[src/rtl/spi_sd_responder.sv]
// spi_sd_responder
//
// Card-state keeper and response byte generator for the SD-over-SPI emulator.
// Each rising edge of io_CommandReadFinished decodes one command and updates
// the card state (idle, app-command, block length) in that same cycle. The
// response bytes are then offered on io_TxByte: NCR_BYTES 0xFF filler bytes,
// the R1 byte, and an optional 4-byte payload (R7 for CMD8, R3 for CMD58).
// The output shifter advances the stream with a one-cycle io_ByteRequest.
//
// Optional feature: define SPI_SD_RESP_CMD58_EN to answer CMD58 with an R3
// (OCR) payload. With the macro undefined, CMD58 is treated as illegal.
//
// Ports:
//   clock                   system clock
//   reset                   synchronous, active-high reset
//   io_CommandReadFinished  level, command/argument valid; rising edge acted on
//   io_Command              6-bit command index
//   io_CommandArgument      32-bit command argument
//   io_ByteRequest          one-cycle pulse, consumes io_TxByte
//   io_TxByte               byte currently offered to the shifter (registered)
//   io_Busy                 response sequence pending (registered)
//   io_IdleState            card idle flag, R1 bit0
//   io_AppCmd               next command is an ACMD
//   io_BlockLength          current block length

module spi_sd_responder #(
    parameter int unsigned NCR_BYTES       = 1,
    parameter int unsigned MAX_BLOCK_LEN   = 2048,
    parameter int unsigned RESET_BLOCK_LEN = 512
) (
    input  logic        clock,
    input  logic        reset,
    input  logic        io_CommandReadFinished,
    input  logic [5:0]  io_Command,
    input  logic [31:0] io_CommandArgument,
    input  logic        io_ByteRequest,
    output logic [7:0]  io_TxByte,
    output logic        io_Busy,
    output logic        io_IdleState,
    output logic        io_AppCmd,
    output logic [11:0] io_BlockLength
);

    localparam logic [1:0] ST_IDLE    = 2'd0;
    localparam logic [1:0] ST_NCR     = 2'd1;
    localparam logic [1:0] ST_R1      = 2'd2;
    localparam logic [1:0] ST_PAYLOAD = 2'd3;

    // Filler counter value at which the next request moves on to R1.
    localparam logic [2:0]  NCR_LAST  = 3'(NCR_BYTES - 1);
    localparam logic [11:0] BLK_RESET = 12'(RESET_BLOCK_LEN);

    // ------------------------------------------------------------------
    // State
    // ------------------------------------------------------------------
    logic        cmd_finished_q;
    logic [1:0]  state_q,       state_d;
    logic [2:0]  ncr_cnt_q,     ncr_cnt_d;
    logic [1:0]  pl_idx_q,      pl_idx_d;
    logic [7:0]  r1_q,          r1_d;
    logic [31:0] payload_q,     payload_d;
    logic        has_payload_q, has_payload_d;
    logic [7:0]  tx_byte_q,     tx_byte_d;
    logic        busy_q,        busy_d;
    logic        idle_q,        idle_d;
    logic        app_cmd_q,     app_cmd_d;
    logic [11:0] block_len_q,   block_len_d;

    logic start;
    assign start = io_CommandReadFinished & ~cmd_finished_q;

    // ------------------------------------------------------------------
    // Command decode (only consumed in the start cycle)
    // ------------------------------------------------------------------
    logic        dec_idle;
    logic        dec_app;
    logic [11:0] dec_blk;
    logic        dec_illegal;
    logic        dec_param_err;
    logic        dec_has_payload;
    logic [31:0] dec_payload;
    logic [7:0]  dec_r1;
    logic [3:0]  vhs;

    // Only the 2.7-3.6 V range (VHS=1) is echoed back; anything else reads as 0.
    assign vhs = (io_CommandArgument[11:8] == 4'h1) ? 4'h1 : 4'h0;

    always_comb begin
        dec_idle        = idle_q;
        dec_app         = 1'b0;       // every command except CMD55 clears it
        dec_blk         = block_len_q;
        dec_illegal     = 1'b0;
        dec_param_err   = 1'b0;
        dec_has_payload = 1'b0;
        dec_payload     = 32'h0;

        case (io_Command)
            6'd0: begin
                dec_idle = 1'b1;
            end
            6'd8: begin
                dec_has_payload = 1'b1;
                dec_payload     = {16'h0000, 4'h0, vhs, io_CommandArgument[7:0]};
            end
            6'd55: begin
                dec_app = 1'b1;
            end
            6'd41: begin
                if (app_cmd_q) begin
                    dec_idle = 1'b0;
                end else begin
                    dec_illegal = 1'b1;
                end
            end
            6'd16: begin
                // Full 32-bit range check so large arguments never alias into 12 bits.
                if ((io_CommandArgument >= 32'd1) && (io_CommandArgument <= MAX_BLOCK_LEN)) begin
                    dec_blk = io_CommandArgument[11:0];
                end else begin
                    dec_param_err = 1'b1;
                end
            end
`ifdef SPI_SD_RESP_CMD58_EN
            6'd58: begin
                // OCR: bit31 power-up done, bit30 CCS, full voltage window.
                dec_has_payload = 1'b1;
                dec_payload     = {~idle_q, 1'b1, 6'h3F, 8'hFF, 8'h80, 8'h00};
            end
`endif
            default: begin
                dec_illegal = 1'b1;
            end
        endcase

        dec_r1 = {1'b0, dec_param_err, 3'b000, dec_illegal, 1'b0, dec_idle};
    end

    // ------------------------------------------------------------------
    // Response sequencer
    // ------------------------------------------------------------------
    always_comb begin
        state_d       = state_q;
        ncr_cnt_d     = ncr_cnt_q;
        pl_idx_d      = pl_idx_q;
        r1_d          = r1_q;
        payload_d     = payload_q;
        has_payload_d = has_payload_q;
        idle_d        = idle_q;
        app_cmd_d     = app_cmd_q;
        block_len_d   = block_len_q;

        if (start) begin
            // A new command always wins: any request this cycle is dropped and
            // an in-flight response is abandoned.
            state_d       = ST_NCR;
            ncr_cnt_d     = 3'd0;
            pl_idx_d      = 2'd0;
            r1_d          = dec_r1;
            payload_d     = dec_payload;
            has_payload_d = dec_has_payload;
            idle_d        = dec_idle;
            app_cmd_d     = dec_app;
            block_len_d   = dec_blk;
        end else if (io_ByteRequest) begin
            case (state_q)
                ST_NCR: begin
                    ncr_cnt_d = ncr_cnt_q + 3'd1;
                    if (ncr_cnt_q == NCR_LAST) begin
                        state_d = ST_R1;
                    end
                end
                ST_R1: begin
                    pl_idx_d = 2'd0;
                    state_d  = has_payload_q ? ST_PAYLOAD : ST_IDLE;
                end
                ST_PAYLOAD: begin
                    if (pl_idx_q == 2'd3) begin
                        state_d = ST_IDLE;
                    end else begin
                        pl_idx_d = pl_idx_q + 2'd1;
                    end
                end
                default: begin
                    // Requests while idle are ignored.
                end
            endcase
        end
    end

    // Outputs are registered: derive them from the next state.
    always_comb begin
        busy_d = (state_d != ST_IDLE);
        case (state_d)
            ST_R1: begin
                tx_byte_d = r1_d;
            end
            ST_PAYLOAD: begin
                case (pl_idx_d)
                    2'd0:    tx_byte_d = payload_d[31:24];
                    2'd1:    tx_byte_d = payload_d[23:16];
                    2'd2:    tx_byte_d = payload_d[15:8];
                    default: tx_byte_d = payload_d[7:0];
                endcase
            end
            default: begin
                tx_byte_d = 8'hFF;
            end
        endcase
    end

    always_ff @(posedge clock) begin
        if (reset) begin
            cmd_finished_q <= 1'b0;
            state_q        <= ST_IDLE;
            ncr_cnt_q      <= 3'd0;
            pl_idx_q       <= 2'd0;
            r1_q           <= 8'h00;
            payload_q      <= 32'h0;
            has_payload_q  <= 1'b0;
            tx_byte_q      <= 8'hFF;
            busy_q         <= 1'b0;
            idle_q         <= 1'b1;
            app_cmd_q      <= 1'b0;
            block_len_q    <= BLK_RESET;
        end else begin
            cmd_finished_q <= io_CommandReadFinished;
            state_q        <= state_d;
            ncr_cnt_q      <= ncr_cnt_d;
            pl_idx_q       <= pl_idx_d;
            r1_q           <= r1_d;
            payload_q      <= payload_d;
            has_payload_q  <= has_payload_d;
            tx_byte_q      <= tx_byte_d;
            busy_q         <= busy_d;
            idle_q         <= idle_d;
            app_cmd_q      <= app_cmd_d;
            block_len_q    <= block_len_d;
        end
    end

    assign io_TxByte      = tx_byte_q;
    assign io_Busy        = busy_q;
    assign io_IdleState   = idle_q;
    assign io_AppCmd      = app_cmd_q;
    assign io_BlockLength = block_len_q;

endmodule
[config.mk]
export PLATFORM = sky130hd
export DESIGN_NAME = spi_sd_responder
export DESIGN_NICKNAME = d
export VERILOG_FILES = /design/src/rtl/spi_sd_responder.sv
export SDC_FILE = /design/constraint.sdc
export NUM_CORES = 1
export LEC_CHECK = 0
export ABC_AREA = 1
export CAP_MARGIN = 15
export CORE_MARGIN = 5
export CORE_UTILIZATION = 40
export CTS_CLUSTER_SIZE = 30
export DETAILED_ROUTE_END_ITERATION = 10
export GPL_TIMING_DRIVEN = 0
export SLEW_MARGIN = 10
export SYNTH_ARGS = -nofsm -noshare
export SYNTH_HDL_FRONTEND = slang
export SYNTH_SLANG_ARGS = --single-unit
[constraint.sdc]
create_clock -name clock -period 3.1 [get_ports clock]
set_input_delay 0.62 -clock clock [delete_from_list [all_inputs] [get_ports clock]]
set_output_delay 0.62 -clock clock [all_outputs]
set_load 0.005 [all_outputs]
==> flow_summary.toml <==
[run_status]
status = "finished clean"

[timing]
max_freq_mhz = 481
slew_viol_final = 0
setup_viol = 0
clock_skew_ns = 0.00872
worst_slew_pin_slew_ns = 0.587
rsz0062_at_grt = "no"
fin_tns_setup_ns = 0
slew_headroom_pct = 60.9
period_needed_ns = 2.08
period_share_pct = 67.1
hold_violations = 0

[cts]
cts.path.max_buffers = 2
cts_made_buffers = 9
htreeDepth = 3
clock_latency_ns = 0.34
post-cts-setup-buffers = 0
post_cts_resized = 0
cts_num_sinks = 72
clkSlewWorstSetupHoldPaths_ns = 0.07
root_buffer = "clkbuf_8"
postCtsHoldBufs = 0
cts_tree = "yes"

[worst_setup_path]
reg2reg_to = "io_TxByte[7]$_SDFF_PP1_"
ff2ff_setup_slack_ns = 1.40
startpoint = "io_CommandReadFinished"
crit_path_max_incr_delay_ns = 0.47
worstPathMaxFanout = 10
crit_path_cell_trace = "clkdlybuf4s50_1, inv_2, nor2_4, inv_2, nand2_1, a21oi_2, nor2_2, nand2_1, nand3_1, nand2_1, nand2_1"
cp-start-kind = "input pin"
r2r_cells = 11
critPathRequiredTime_ns = 3.39
crit_path_end_kind = "flop"
cp-endpoint = "io_TxByte[2]$_SDFF_PP1_"
cp.arrival_ns = 2.37
critPathKind = "input pin to flop"
path_common_cell = "nand2_1"
timing.rr.start = "ncr_cnt_q[0]$_SDFFE_PP0P_"
slowest_stage = "clkdlybuf4s50_1"

[global_routing]
grt_pass1_wl_mm = 13.4
grt_max_degree = 13
grt_pass1_vias = 2855
grt-ovfl-total = 0
grtUsageTotal_pct = 16.8
antenna_found_initial = 0

[logic_synthesis]
yosys.cell_types.count = 29
syn_area_per_cell_um2 = 6.72
ys_ff_latch = 72
synth_nets = 516
yosys_warnings = 0
ys_seq_area_share_pct = 45.5
synthCells = 472
netlist_area_um2 = 3170

[power_and_ir_drop]
p_per_area_nw_per_um2 = 468
peakVddDrop_mv = 0.308
leakage_nw = 1.78

[layout]
syn2layout_area_growth_pct = 30.8
final_cell_mix = "117 x nor2_1, 102 x nand2_1, 73 x inv_1"
final_common_cell = "nor2_1"
fin_nets = 590
n_antenna_cell = 0
drive_gt1_share_pct = 6.73
fin_util_pct = 53.7

[floorplan]
coreArea_um2 = 7730
die_y_um = 99.0
dieArea_um2 = 9810
start_util_pct = 41.0
die_x_um = 99.0
io_pins = 65
std_cell_rows = 32

[min_path]
min_path_type = "flop to flop"

[drt]
wl_per_cell_um = 11.8
dr.pass1.iters = 4
routed_via_density = 4.53
finalWirelength_mm = 7.70
drc_errors = 0
ant_nets = 0
first_iter_violations = 158
vias = 2955

[placement]
hpwlAfterDp_mm = 5.84
gp_congestion = 0.839
io_buffer_count = 63

[job]
max-cap-violations = 0
-- area by class of cell --
class	count	area [µm²]
tap	102	128
inverter	77	289
multi-input combinational	309	1370
buffer	14	70.1
clock inverter	5	81.3
clock buffer	10	138
fill	801	3580
sequential	72	1440
timing repair buffer	63	631
-- layer usage --
layer  track usage (%)  part of all wire (%)
met3              4.25                   5.3
met4              4.41                   1.2
met5                 0                     0
met2              27.2                    45
met1              22.4                    49
-- worst min-delay path by stage --
stage / cells after the start / end / slack (ns) / from
detailed placement: 2 / payload_q[16]$_SDFF_PP0_ / 0.41 / payload_q[16]$_SDFF_PP0_
finish: 2 / payload_q[16]$_SDFF_PP0_ / 0.43 / payload_q[16]$_SDFF_PP0_
floorplan: 2 / payload_q[14]$_SDFF_PP0_ / 0.41 / payload_q[14]$_SDFF_PP0_
CTS: 2 / payload_q[16]$_SDFF_PP0_ / 0.43 / payload_q[16]$_SDFF_PP0_
global route: 2 / payload_q[10]$_SDFF_PP0_ / 0.45 / payload_q[10]$_SDFF_PP0_
global placement: 2 / payload_q[16]$_SDFF_PP0_ / 0.41 / payload_q[16]$_SDFF_PP0_
-- registers in the layout (all words and copies together), names as in the netlist --
signal          count
io_AppCmd           1
io_BlockLength     12
has_payload_q       1
io_Busy             1
io_TxByte           8
r1_q                8
io_IdleState        1
pl_idx_q            2
cmd_finished_q      1
state_q             2
payload_q          32
ncr_cnt_q           3
-- per-stage QoR --
step / total power [mW] / area (µm²) / hold WS (ns) / worst slack [ns] / std cells
2_1_floorplan: 1.04 / 3170 / 0.405 / 1.43 / 472
3_3_place_gp: 1.15 / 3930 / 0.412 / 0.676 / 637
3_5_place_dp: 1.15 / 3930 / 0.414 / 0.686 / 637
4_1_cts: 1.96 / 4150 / 0.426 / 1.04 / 652
5_1_grt: 2.02 / 4150 / 0.446 / 0.814 / 652
6_report: 1.94 / 4150 / 0.426 / 1.02 / 652
-- power breakdown --
group	internal [mW]	total [mW]	switching [mW]	leakage (nW)
combinational	0.0855	0.180	0.0944	1.09
sequential	0.939	0.945	0.00608	0.583
clock	0.470	0.815	0.345	0.108
total	1.49	1.94	0.445	1.78
-- critical path, delay by kind of cell --
family                 cells  cell delay, ns
and+or+nand+nor            7            1.00
buffers and inverters      3            0.70
AOI/OAI and AO/OA          1            0.05
-- synthesized netlist by cell type (all sizes together) --
library cell	n	area share [%]
nor2	124	16
nand2	104	13
inv	76	9.0
dfxtp	72	45
nand3	23	3.9
o21ai	17	2.7
nand4	16	3.2
a21oi	13	2.2
buf	8	1.5
clkbuf	6	0.71
nor3	4	0.63
ha	2	0.79
o211ai	2	0.47
or2	2	0.39
a211oi	1	0.24
clkinv	1	0.12
nor3b	1	0.24
-- cell families (layout without fill, tap and decap cells) --
kind of cell / after synthesis / in the layout / synth area share (%)
AO/OA/AOI/OAI: 33 / 33 / 5.56
buffers and inverters: 91 / 169 / 11.3
adder cells (fa/ha/maj): 2 / 2 / 0.789
AND/OR/NAND/NOR: 274 / 274 / 36.9
flip-flops: 72 / 72 / 45.5
(Power assumes the default switching activity.)
